File: config.mk
export PLATFORM = sky130hd
export DESIGN_NAME = cosim_commit_tracker
export DESIGN_NICKNAME = d
export VERILOG_FILES = /design/src/rtl/cosim_commit_tracker.sv
export SDC_FILE = /design/constraint.sdc
export NUM_CORES = 1
export LEC_CHECK = 0
export ABC_AREA = 1
export CAP_MARGIN = 30
export CORE_AREA = 2 2 330 332
export DETAILED_ROUTE_END_ITERATION = 8
export DIE_AREA = 0 0 332 334
export DONT_BUFFER_PORTS = 1
export PLACE_DENSITY_LB_ADDON = 0.08
export SLEW_MARGIN = 25
export SYNTH_ARGS = -nofsm -noshare
export SYNTH_HDL_FRONTEND = slang
export SYNTH_SLANG_ARGS = --single-unit
File: constraint.sdc
create_clock -name clk -period 1.83 [get_ports clk]
set_input_delay 0.0915 -clock clk [delete_from_list [all_inputs] [get_ports clk]]
set_output_delay 0.0915 -clock clk [all_outputs]
set_load 0.01 [all_outputs]
File: src/rtl/cosim_commit_tracker.sv
// Commit-record generator for the co-simulation checker: carries the MEM-stage store
// alongside the instruction to WB, emits one registered record per retirement, and
// tracks retired-instruction count, pending async traps and a pipeline-hang watchdog.
module cosim_commit_tracker #(
  parameter logic [63:0] MMIO_BASE       = 64'h0000_0000_1000_0000,
  parameter logic [63:0] MMIO_SIZE       = 64'h0000_0000_0000_1000,
  parameter int          WATCHDOG_CYCLES = 4096
) (
  input  logic        clk,
  input  logic        rstn,
  input  logic        mem_valid,
  input  logic        mem_store,
  input  logic [63:0] mem_addr,
  input  logic [1:0]  mem_size,
  input  logic [63:0] mem_wdata,
  input  logic        wb_stall,
  input  logic        wb_flush,
  input  logic        wb_valid,
  input  logic [63:0] wb_pc,
  input  logic [31:0] wb_inst,
  input  logic        wb_we,
  input  logic [4:0]  wb_rd,
  input  logic [63:0] wb_wdata,
  input  logic        trap_valid,
  input  logic [63:0] trap_cause,
  output logic        cosim_valid,
  output logic [63:0] cosim_pc,
  output logic [31:0] cosim_inst,
  output logic        cosim_we,
  output logic [4:0]  cosim_rd,
  output logic [63:0] cosim_wdate,
  output logic        cosim_mmio_store,
  output logic [63:0] cosim_mmio_len,
  output logic [63:0] cosim_mmio_val,
  output logic [63:0] cosim_mmio_addr,
  output logic        cosim_interrupt,
  output logic [63:0] cosim_cause,
  output logic [63:0] retire_count,
  output logic        trap_overrun,
  output logic        hang
);

  localparam int WD_W = (WATCHDOG_CYCLES > 2) ? $clog2(WATCHDOG_CYCLES) : 1;
  localparam logic [WD_W-1:0] WD_LIMIT = WD_W'(WATCHDOG_CYCLES - 1);

  // Store slot shadowing the MEM/WB pipeline register
  logic        st_valid;
  logic [63:0] st_addr;
  logic [1:0]  st_size;
  logic [63:0] st_wdata;

  logic        trap_pending;
  logic [63:0] trap_cause_q;

  logic [WD_W-1:0] wd_cnt;
  logic            wd_armed;

  logic        mmio_hit;
  logic [63:0] mmio_len;
  logic [63:0] mmio_mask;
  logic        retire_we;

  // NOTE: every signal assigned in always_comb gets a default first so no latch is inferred.
  always_comb begin
    mmio_mask = '1;
    case (st_size)
      2'd0:    mmio_mask = 64'h0000_0000_0000_00FF;
      2'd1:    mmio_mask = 64'h0000_0000_0000_FFFF;
      2'd2:    mmio_mask = 64'h0000_0000_FFFF_FFFF;
      default: mmio_mask = '1;
    endcase
    // Offset compare avoids overflow of BASE+SIZE at the top of the address space.
    mmio_hit  = st_valid && ((st_addr - MMIO_BASE) < MMIO_SIZE);
    mmio_len  = 64'd1 << st_size;
    retire_we = wb_we && (wb_rd != 5'd0);
  end

  // NOTE: sequential state uses non-blocking assignments so all registers update together at the edge.
  always_ff @(posedge clk) begin
    if (!rstn) begin
      st_valid         <= 1'b0;
      st_addr          <= '0;
      st_size          <= '0;
      st_wdata         <= '0;
      trap_pending     <= 1'b0;
      trap_cause_q     <= '0;
      wd_cnt           <= '0;
      wd_armed         <= 1'b0;
      cosim_valid      <= 1'b0;
      cosim_pc         <= '0;
      cosim_inst       <= '0;
      cosim_we         <= 1'b0;
      cosim_rd         <= '0;
      cosim_wdate      <= '0;
      cosim_mmio_store <= 1'b0;
      cosim_mmio_len   <= '0;
      cosim_mmio_val   <= '0;
      cosim_mmio_addr  <= '0;
      cosim_interrupt  <= 1'b0;
      cosim_cause      <= '0;
      retire_count     <= '0;
      trap_overrun     <= 1'b0;
      hang             <= 1'b0;
    end else begin
      if (wb_flush) begin
        st_valid <= 1'b0;
        st_addr  <= '0;
        st_size  <= '0;
        st_wdata <= '0;
      end else if (!wb_stall) begin
        st_valid <= mem_valid & mem_store;
        st_addr  <= mem_addr;
        st_size  <= mem_size;
        st_wdata <= mem_wdata;
      end

      cosim_valid      <= wb_valid;
      cosim_pc         <= wb_valid ? wb_pc : '0;
      cosim_inst       <= wb_valid ? wb_inst : '0;
      cosim_rd         <= wb_valid ? wb_rd : '0;
      cosim_we         <= wb_valid && retire_we;
      cosim_wdate      <= (wb_valid && retire_we) ? wb_wdata : '0;
      cosim_mmio_store <= wb_valid && mmio_hit;
      cosim_mmio_len   <= (wb_valid && mmio_hit) ? mmio_len : '0;
      cosim_mmio_val   <= (wb_valid && mmio_hit) ? (st_wdata & mmio_mask) : '0;
      cosim_mmio_addr  <= (wb_valid && mmio_hit) ? st_addr : '0;
      cosim_interrupt  <= wb_valid && trap_pending;
      cosim_cause      <= (wb_valid && trap_pending) ? trap_cause_q : '0;

      // A trap arriving with a retirement belongs after that (older) instruction.
      if (wb_valid && trap_pending) begin
        trap_pending <= trap_valid;
        if (trap_valid) trap_cause_q <= trap_cause;
      end else if (trap_valid) begin
        if (trap_pending) trap_overrun <= 1'b1;
        trap_pending <= 1'b1;
        trap_cause_q <= trap_cause;
      end

      if (wb_valid) retire_count <= retire_count + 64'd1;

      if (wb_valid) begin
        wd_cnt   <= '0;
        wd_armed <= 1'b1;
      end else if (wd_cnt != WD_LIMIT) begin
        wd_cnt <= wd_cnt + 1'b1;
      end
      if (wd_armed && (wd_cnt == WD_LIMIT)) hang <= 1'b1;
    end
  end

endmodule

==> out/results.ini <==
[outcome]
status=finished, violations left
violations=negative hold slack, negative setup slack

[clock_tree]
h-tree-depth=3
clock-sinks=640
path_clk_slew_ns=0.06
cts_tree=built
cts_root_buffer=clkbuf_16
clock_path_buffers=3
cts_buffers=78
clk_latency_ns=0.65

[layout]
synthToLayoutAreaGrowth_pct=66.1
postLayoutCellArea_mm2=0.0363
nNetsFinal=3991
drive_above_1_share_pct=22.1
final_util_pct=33.7

[critical_path]
slowest_stage=dfxtp_2
worst_ep_required_time_ns=2.40
crit_arrival_ns=2.79
critical_path_class=flip-flop to flip-flop
ff2ff_setup_slack_ns=-0.39
slowest_delay_ns=0.34
path_max_fanout=16
end_kind=flip-flop
crit_chain=nor2_4 -> nand2_4 -> buf_12 -> nor2_4 -> nand2_1 -> o21ai_1 -> nand2_1 -> nor2_1 -> nand2_1 -> nor2_4 -> nand4_4 -> buf_12 -> buf_12 -> nor3_2
critPathLaunchType=flip-flop

[routing]
drc=0
viasPerCell=4.02
drt_pass1_iterations=5
detail-route-antenna-nets=0
vias=20500
totalWireLength_mm=89.1
wl_per_cell_um=17.5
drt_iter0_markers=746

[global_routing]
overflow=0
grt_pass1_wl_mm=130
grt_max_degree=104
antenna_found_initial=4
first_global_vias=21000
grt_usage_pct=15.3

[logic_synthesis]
avgSynthCellArea_um2=8.33
ys_seq_area_share_pct=58.6
synth_top_area_share_pct=58.6
ys.flop_type=dfxtp_1
yosys.area.top_type=dfxtp_1
synth_area_mm2=0.0219
ys_top_cells_by_count=dfxtp_1, nor2_1, inv_1
synth_cell_type_count=39
synthArstFlopShare_pct=0
synth-seq-cells=640
synth_edf_count=0
synth.most_common_cell=dfxtp_1
netlist_instances=2626
synth.area.top_cells=dfxtp_1, nor2_1, inv_1
ys_warn_count=0

[timing]
drv_slew=0
fin_hold_ws_ns=-0.00955
period_share_pct=122
max_freq_ghz=0.450
worst_clock_skew_ns=0.0201
slew_headroom_pct=49.7
rsz0062_at_grt=yes
hold_viol=1
fin_crit_ns=2.22
finalSetupViolCount=93
worst_pin_slew_ns=0.755
setup_slack_ns=-0.394

[placed_design]
placed_area_mm2=0.0255
preCtsSetupSlack_ns=-0.440
globalplace.congestion=0.860
io_buffers=0
place_hpwl_mm=60.7

[pwr]
power.internal_w=0.0251
p_leak_nw=16.1
pwr-share-seq_pct=44.3
power_density_mw_per_mm2=910
power_frac_clock_pct=47.5
p_switching_w=0.00800
swShare_pct=24.2
vdd_drop_max_uv=592
comb_power_share_pct=8.1

[hold_path]
hold_class=input pin to flip-flop

[flow_run]
drv_cap=0

[floorplan]
die_h_um=334
start_util_pct=20.3
num_rows=121
io_pins=859
die_w_um=332
die-area_mm2=0.111
core_mm2=0.108

[power by group through the flow]
stage | Sequential, W | Clock, W | Combinational (W)
2_1_floorplan | 0.0149 | 0 | 0.00114
3_3_place_gp | 0.0150 | 0 | 0.00148
3_5_place_dp | 0.0150 | 0 | 0.00148
4_1_cts | 0.0147 | 0.0164 | 0.00264
5_1_grt | 0.0147 | 0.0169 | 0.00297
6_report | 0.0147 | 0.0157 | 0.00269
[worst max-delay path: cells and delay by family, from the launching register on]
kind,cells,cell delay (ns)
buf+inv,3,0.46
compound gates,1,0.14
simple gates,10,1.16
flops,1,0.34
[what timing repair did]
item	CTS	global route
setup buffers	30	46
setup endpoints to repair	122	174
endpoints found under the hold margin	433	0
gates cloned	2	1
pin swaps	40	106
hold buffers	606	0
gates resized for setup	190	254
[placed cells by master (no fill, tap or decap), drive strengths merged]
| cell type | n |
|---|---|
| nor3 | 77 |
| xor2 | 17 |
| bufinv | 7 |
| nand3 | 59 |
| nor3b | 10 |
| inv | 405 |
| a21oi | 224 |
| nand2 | 291 |
| nand4 | 36 |
| o21bai | 2 |
| a22o | 1 |
| diode | 1 |
| clkinv | 11 |
| dfxtp | 640 |
| ha | 2 |
| and3 | 4 |
| and2 | 4 |
| o21ai | 170 |
| o21a | 9 |
| conb | 111 |
| xnor2 | 9 |
| clkbuf | 108 |
| nand3b | 3 |
| nor2 | 471 |
| buf | 370 |
| or2 | 2 |
| dlygate4sd3 | 601 |
| clkinvlp | 5 |
| a211oi | 15 |
| dlymetal6s4s | 1 |
| nor4 | 9 |
| a31oi | 2 |
[flip-flops by register name, summed over array words and instances, names as in the netlist, 2 cells and up]
signal,flops
cosim_rd,5
cosim_cause,64
cosim_mmio_addr,64
cosim_inst,32
st_addr,64
wd_cnt,12
cosim_mmio_val,64
retire_count,64
cosim_pc,64
cosim_wdate,64
cosim_mmio_len,4
trap_cause_q,64
st_wdata,64
st_size,2
[metal layers]
layer  share of wire (%)  global-route usage [%]  up-vias  wire length, um
met4                 3.0                    5.34        2             2660
met2                  49                    26.8      637            44100
met5              0.0079                       0        -                7
met1                  41                    17.6     9684            36300
met3                 6.8                    4.64      138             6020
li1                    -                       -    10000                -
[cell type report]
type                       instances  area [um2]
antenna                            1        2.50
multi-input combinational       1528        8320
fill                           11100       71500
tap                             1414        1770
clock inverter                    28         395
inverter                         400        1510
clock buffer                     107        2180
timing repair buffer             973        9240
sequential                       640       12900
[path summary, 6_finish.rpt]
kind / startpoint / cells after the start / to
min: rstn / 4 / retire_count[18]
max: st_addr[31] / 14 / cosim_mmio_val[53]
max reg2reg: st_addr[31] / 14 / cosim_mmio_val[53]
min reg2reg: trap_cause_q[0] / 2 / cosim_cause[0]
[metrics by stage]
stage	TNS (ns)	power (W)	std cells
floorplan	0	0.0160	2736
global placement	-35.12	0.0165	4275
detailed placement	-32.69	0.0165	4275
CTS	-28.95	0.0337	5048
global route	-43.65	0.0346	5091
finish	-26.70	0.0331	5091
[kinds of logic (layout without fill, tap and decap cells)]
logic type               after synthesis  in the layout  synth area share, %
other                                  1            112               0.0171
AND/OR/NAND/NOR                      966            966                 19.3
flip-flops                           640            640                 58.6
buffers and inverters                568           1508                 10.9
AO/OA/AOI/OAI                        423            423                 10.0
adder cells (fa/ha/maj)                2              2                0.114
XOR/XNOR                              26             26                 1.04
Note: power is estimated with default switching activity, not from simulation.
